<file path="src/rtl/shared_reg_pkg.sv">
// ============================================================================
// shared_reg_pkg : FSM state encoding and one-hot helper for shared_reg_arbiter
// Revision 1.0
// ============================================================================
`default_nettype none

package shared_reg_pkg;

  localparam int MAX_REQ = 8;

  typedef enum logic [1:0] {
    IDLE  = 2'd0,
    GRANT = 2'd1,
    GAP   = 2'd2
  } state_t;

  // Bits at or above n stay clear so callers can truncate to their own width.
  function automatic logic [MAX_REQ-1:0] onehot(input int unsigned idx, input int unsigned n);
    onehot = '0;
    if (idx < n) onehot = MAX_REQ'(1) << idx;
  endfunction

endpackage

`default_nettype wire

</file>
<file path="src/rtl/shared_reg_arbiter_rr_pick.sv">
// ============================================================================
// rr_pick : combinational winner selection (round-robin from rr_ptr, or
//           lowest-index priority when SHARED_REG_FIXED_PRIO_EN is defined)
// Revision 1.0
// ============================================================================
`default_nettype none

module rr_pick #(
  parameter int N_REQ = 4,
  parameter int IDX_W = 2
) (
  input  logic [N_REQ-1:0] req,
  input  logic [IDX_W-1:0] rr_ptr,
  output logic [IDX_W-1:0] win,
  output logic             found
);

`ifdef SHARED_REG_FIXED_PRIO_EN
  logic unused_ptr;
  assign unused_ptr = ^rr_ptr;

  // Descending scan so the lowest set index is the last one written.
  always_comb begin
    win   = '0;
    found = 1'b0;
    for (int i = N_REQ - 1; i >= 0; i--) begin
      if (req[i]) begin
        found = 1'b1;
        win   = IDX_W'(i);
      end
    end
  end
`else
  logic [IDX_W:0]   sum;
  logic [IDX_W-1:0] cand;

  always_comb begin
    win   = '0;
    found = 1'b0;
    sum   = '0;
    cand  = '0;
    for (int off = 0; off < N_REQ; off++) begin
      sum = {1'b0, rr_ptr} + (IDX_W+1)'(off);
      if (sum >= (IDX_W+1)'(N_REQ)) sum = sum - (IDX_W+1)'(N_REQ);
      cand = sum[IDX_W-1:0];
      if (!found && req[cand]) begin
        found = 1'b1;
        win   = cand;
      end
    end
  end
`endif

endmodule

`default_nettype wire

</file>
<file path="src/rtl/shared_reg_arbiter.sv">
// ============================================================================
// shared_reg_arbiter : four-phase req/gnt arbiter writing one shared register.
//                      Define SHARED_REG_FIXED_PRIO_EN for fixed priority.
// Revision 1.0
// ============================================================================
`default_nettype none

module shared_reg_arbiter
  import shared_reg_pkg::*;
#(
  parameter int N_REQ = 4,
  parameter int WIDTH = 8
) (
  input  logic                   clk,
  input  logic                   rst,
  input  logic [N_REQ-1:0]       req,
  input  logic [N_REQ*WIDTH-1:0] wdata,
  output logic [N_REQ-1:0]       gnt,
  output logic [WIDTH-1:0]       q,
  output logic                   q_upd,
  output logic                   busy
);

  localparam int IDX_W = (N_REQ > 1) ? $clog2(N_REQ) : 1;

  state_t           state, state_d;
  logic [IDX_W-1:0] sel, sel_d;
  logic [IDX_W-1:0] rr_ptr;
  logic [IDX_W-1:0] win;
  logic             found;
  logic [N_REQ-1:0] gnt_d;
  logic [WIDTH-1:0] q_d;
  logic             q_upd_d;

  rr_pick #(
    .N_REQ (N_REQ),
    .IDX_W (IDX_W)
  ) u_pick (
    .req    (req),
    .rr_ptr (rr_ptr),
    .win    (win),
    .found  (found)
  );

`ifdef SHARED_REG_FIXED_PRIO_EN
  assign rr_ptr = '0;
`else
  always_ff @(posedge clk or posedge rst) begin
    if (rst) begin
      rr_ptr <= '0;
    end else if (state == IDLE && found) begin
      rr_ptr <= (win == IDX_W'(N_REQ - 1)) ? '0 : win + 1'b1;
    end
  end
`endif

  always_ff @(posedge clk or posedge rst) begin
    if (rst) begin
      state <= IDLE;
      sel   <= '0;
      gnt   <= '0;
      q     <= '0;
      q_upd <= 1'b0;
    end else begin
      state <= state_d;
      sel   <= sel_d;
      gnt   <= gnt_d;
      q     <= q_d;
      q_upd <= q_upd_d;
    end
  end

  always_comb begin
    state_d = state;
    sel_d   = sel;
    gnt_d   = gnt;
    q_d     = q;
    q_upd_d = 1'b0;
    unique case (state)
      IDLE: begin
        if (found) begin
          state_d = GRANT;
          sel_d   = win;
          gnt_d   = N_REQ'(onehot(32'(win), N_REQ));
          q_d     = wdata[win*WIDTH +: WIDTH];
          q_upd_d = 1'b1;
        end
      end
      GRANT: begin
        if (!req[sel]) begin
          gnt_d   = '0;
          state_d = GAP;
        end
      end
      GAP:     state_d = IDLE;
      default: begin
        state_d = IDLE;
        gnt_d   = '0;
      end
    endcase
  end

  assign busy = (state != IDLE);

endmodule

`default_nettype wire

</file>
<file path="config.mk">
export PLATFORM = sky130hd
export DESIGN_NAME = shared_reg_arbiter
export DESIGN_NICKNAME = d
export VERILOG_FILES = /design/src/rtl/shared_reg_pkg.sv /design/src/rtl/shared_reg_arbiter_rr_pick.sv /design/src/rtl/shared_reg_arbiter.sv
export SDC_FILE = /design/constraint.sdc
export NUM_CORES = 1
export LEC_CHECK = 0
export CAP_MARGIN = 20
export CORE_UTILIZATION = 37
export CTS_CLUSTER_DIAMETER = 40
export DETAILED_ROUTE_END_ITERATION = 12
export GPL_ROUTABILITY_DRIVEN = 0
export PLACE_DENSITY = 0.83
export RECOVER_POWER = 100
export SETUP_SLACK_MARGIN = 0.02
export SYNTH_ARGS = -nofsm -noshare
export SYNTH_HDL_FRONTEND = slang
export SYNTH_SLANG_ARGS = --single-unit
</file>
<file path="constraint.sdc">
create_clock -name clk -period 2.2 [get_ports clk]
set_clock_uncertainty 0.15 [all_clocks]
set_input_delay 0.44 -clock clk [delete_from_list [all_inputs] [get_ports clk]]
set_output_delay 0.44 -clock clk [all_outputs]
set_load 0.05 [all_outputs]
</file>
* Word level (Yosys, flattened, before mapping)
Index checks and enable logic that the tools add are counted.
** Operators by class
- Multiplexer cells :: 31
- $lt $le $gt $ge :: 9
- Reduce and logical (&&, ||, !) cells :: 12
- Equal/unequal tests :: 5
- Bitwise operators :: 1
- Shift-type cells :: 2
- Add/sub/neg operators :: 8
** Operator list (number)
- $shiftx 32x6->8 :: 1
- $mux 2 :: 11
- $lt 2x3->1 const B :: 5
- $pmux 4 s3 :: 1
- $mux 1 :: 11
- $bmux 1 s2 :: 5
- $ge 3x3->1 const B :: 3
- $mux 4 :: 2
- $sub 2x1->2 const B :: 4
- $add 2x2->3 const B :: 2
- $eq 2x2->1 const B :: 2
- $logic_and 1x1->1 :: 4
- $ne 2x2->1 const B :: 2
- $pmux 2 s2 :: 1
- $reduce_and 2->1 :: 2
- $shl 1x2->4 const A :: 1
- $add 2x1->3 const B :: 1
- $ge 2x3->1 const B :: 1
- $logic_not 1->1 :: 3
- $reduce_and 3->1 :: 1
- $add 2x1->2 const B :: 1
- $eq 2x1->1 const B :: 1
- $logic_not 2->1 :: 1
- $reduce_bool 2->1 :: 1
- $not 1->1 :: 1
** Word-level totals
- Bits in registers :: 19
- Logic and storage cells :: 74

* Logic depth before layout (Yosys ltp)
- Depth in word-level cells :: 17
- Depth in mapped cells :: 9
- Gate-level depth less buffers :: 7

* Modules after synthesis
A second synthesis with hierarchy kept.
** Second synthesis, totals
- Cell total of the unflattened synthesis :: 84
- Area, all modules :: 1186.1 µm²
** Modules (own cells, without submodules)
- shared_reg_arbiter :: area each 1108.6 µm², times used 1, sequential area each 475.5 µm², cells an instance 69
- rr_pick :: area each 77.6 µm², times used 1, sequential area each 0.0 µm², cells an instance 15

* Least setup slack after synthesis
Ideal clock, no wire load.
- Kind :: register -> register
- Start :: reg state[0]
- End :: reg q[1]
- Buffers on the path :: 2
- Slack :: 0.256 ns
- Arrival :: 1.654 ns
- Stages on the path, launching flop included :: 7
- Data required time :: 1.910 ns
- Cells stage by stage :: dfrtp_1 or2_1 or2_2 buf_2 buf_2 nand2_1 o311ai_1
** Between the ends
- Longest elaborated chain between the ends :: 2
** RTL lines
- from (decl) :: RTL line shared_reg_arbiter.sv:26 : state_t state, state_d;
- from (signal assigned) :: RTL line shared_reg_arbiter.sv:65 : state <= state_d;
- $logic_not 2->1 :: RTL line shared_reg_arbiter.sv:79 : unique case (state)
- $reduce_and 2->1 (no source line)
- to (signal assigned) :: RTL line shared_reg_arbiter.sv:68 : q <= q_d;
- to (decl) :: RTL line shared_reg_arbiter.sv:19 : output logic [WIDTH-1:0] q,
No other way between the ends.
A chain may end at the register's enable or synchronous reset.

* Worst setup path after layout
- Start :: reg q_upd
- End :: out q_upd
** RTL lines
- from (decl) :: RTL line shared_reg_arbiter.sv:20 : output logic q_upd,
- from (signal assigned) :: RTL line shared_reg_arbiter.sv:69 : q_upd <= q_upd_d;
No word-level cell between the ends.

==> results.md <==
* Nets at 222
* Final Instance Area at 1870 um2
* Max VDD drop at 668 uV
* Drt initial violations at 32
* GRT Overall Usage at 20.9%
* DR vias at 1231
* Layout Cells excl Fill at 226
* Top cell type's share of synthesized area at 40.2%
* Crit-path leading delay family: buffers and inverters
* Crit end category: output port
* Antenna Diode Count at 0
* Yosys Warn Count at 0
* Chip Height at 58.6 um
* Max Root-Sink Buffers at 2
* Layer with the highest usage: met2
* Clock Latency Late Sink at 0.31 ns
* Die ar. at 3430 um2
* Synthesized cell area at 1180 um2
* Req. time, crit path at 1.61 ns
* Worst Hold Path EP: state[0]
* WL/cell at 14.9 um
* Most frequent cells in the layout: 48 x clkdlybuf4s50_1, 19 x dfrtp_1, 14 x nand2_1, 10 x buf_4
* Max-Cap Viols at 0
* CTS sink count at 19
* Final Routed Wirelength at 3.37 mm
* Placed inst area at 1840 um2
* GR Overflow Total at 0
* Clk root buf: clkbuf_4
* Top cells by area, synth: dfrtp_1 40%, mux2i_1 7.6%, a211o_1 5.9%
* Worst hold path startpoint: state[1]
* Setup Fix Bufs, Post-CTS at 0
* IO Pins at 52
* Worst r2r src: rr_ptr[1]
* Min Tclk post-route at 2.09 ns
* Post-synthesis cell type with the largest combined area: dfrtp_1
* Worst hold stages at 1
* Fin. Hold Viols at 0
* CP max-delay cell: dlygate4sd3_1
* # setup viols final at 0
* H-tree depth at 1
* Post-route setup slack at 0.108 ns
* Most common cell after layout, fill and taps aside: clkdlybuf4s50_1
* Core area at 3050 um2
* Yosys reg bits at 19
* Worst slack, placed at -0.157 ns
* Sequential fraction of the synthesis area at 40.2%
* Syn_nets at 158
* Critical path type: reg -> out
* Clock slew at reported path FFs at 0.11 ns
* CP bufs+invs at 1
* Outcome: complete, no violations
* CTS tree: done
* Die W at 58.6 um
* Std-Cell Rows at 20
* WP data arrival at 1.50 ns
* CTS Buf Count at 3
* Initial Util at 38.8%
* Met3 GRT Util at 4.40%
* Post-Synthesis Cells at 119
* Final Cycle Share at 95.1%
* Area Overhead vs Synth at 57.6%
* CP Cell Sequence: dlygate4sd3_1
* Met1 usage in global routing at 25.0%
* Final Max Slew Viols at 0
* Hold Crit Class: reg -> reg
* R2R Path End: q[5]
* Max Fclk at 478 MHz
* Fin Hold WS at 0.351 ns
* Avg Vias per Cell at 5.45
* Cells after DPL at 222
* Routed Antenna Nets at 0
* Synthesized area per cell at 9.95 um2
* Fraction of layout cells with a size suffix above 1 at 13.2%
* Leak at 0.793 nW
* HPWL Detailed at 2.60 mm
* RSZ-0062 raised after global routing: false
* Reg2Reg Setup Slack at 0.29 ns
* DRC Markers at 0
* Worst-Margin Slew at 1.06 ns
* Synth cell types at 32
* R2R cell count at 6
* Global-route wire length before repair at 5.38 mm
* Worst Setup Start Kind: register
* Max incr delay on CP at 0.86 ns
* Port bufs at 51
* Pre-Repair DR Iteration Count at 4
* CP max FO at 1
* Global routing usage on met2 at 36.6%
* PD cells at 1300 nW/um2
* Setup TNS at 0 ns
* Max_slew headroom at 29.5%
* Largest net degree at the start of global routing at 20
* Initial antenna violation count at 0
* Number of global-route vias before repair at 1202
## per-layer routing
layer / vias up / wire length, um
met4: 0 / 64
met1: 585 / 1400
li1: 585 / -
met5: - / 0
met3: 7 / 192
met2: 54 / 1710
## cell usage after synthesis
cell and instances:
dfrtp_1 19, nor2b_1 2, a21o_1 2, nor2_1 6
inv_1 2, ha_1 1, a22o_1 2, nor3b_1 1
o31ai_1 8, o21ai_0 1, clkinv_1 2, a211o_1 8
mux4_2 1, nand2_1 14, or2_1 2, clkbuf_1 1
a32o_1 2, o311ai_1 8, a21oi_1 4, inv_2 1
buf_6 1, buf_4 1, nand4_1 8, or2_2 2
buf_12 1, a221o_1 1, nor4_1 1, mux2i_1 9
buf_2 4, o21bai_1 1, nand3_4 1, nand2b_1 2
## area by class of cell
cell class | count | area [um2]
clock buffers | 3 | 22.5
clock inverters | 1 | 5.00
fillers | 283 | 1190
inverters | 5 | 18.8
multi-input cells | 87 | 633
flip-flops and latches | 19 | 475
well taps | 44 | 55.1
repair buffers | 67 | 656
## per-stage QoR
step / power, W / util [%]
finish: 0.00243 / 61.1
global placement: 0.00221 / 60.4
detailed placement: 0.00226 / 60.4
floorplan: 0.00167 / -
global route: 0.00257 / 61.1
CTS: 0.00245 / 61.3
## cell families after synthesis
family,count (synthesis),share of synthesized area [%]
buf+inv,13,6.87
fa+ha+maj,1,1.06
mux,10,9.51
flops,19,40.2
simple gates,39,17.4
compound gates,37,24.9
## state kept, by name, indices dropped and copies added, names as in the netlist
| name | cells |
|---|---|
| q | 8 |
| gnt | 4 |
| rr_ptr | 2 |
| sel | 2 |
| state | 2 |
| q_upd | 1 |
## worst max path at each step
| stage | endpoint | cells past startpoint | startpoint | slack, ns |
|---|---|---|---|---|
| 6_report | q_upd | 1 | q_upd | 0.11 |
| 5_1_grt | q[7] | 6 | req[0] | 0.03 |
| 4_1_cts | gnt[0] | 1 | gnt[0] | 0.1 |
| 3_5_place_dp | q[3] | 6 | req[2] | -0.16 |
| 3_3_place_gp | gnt[2] | 6 | req[1] | -0.10 |
| 2_1_floorplan | q[1] | 6 | state[0] | 0.26 |
## power breakdown
part / switching [W] / internal (W) / leakage [nW]
registers: 0.000114 / 0.000507 / 0.237
logic: 0.000938 / 0.000680 / 0.538
clock network: 0.000119 / 0.0000681 / 0.0177
## timing repair
item,in CTS,in global routing
setup endpoints to repair,1,2
hold buffers,0,0
gates resized for setup,1,2
Power figures use the tool's default switching activity.
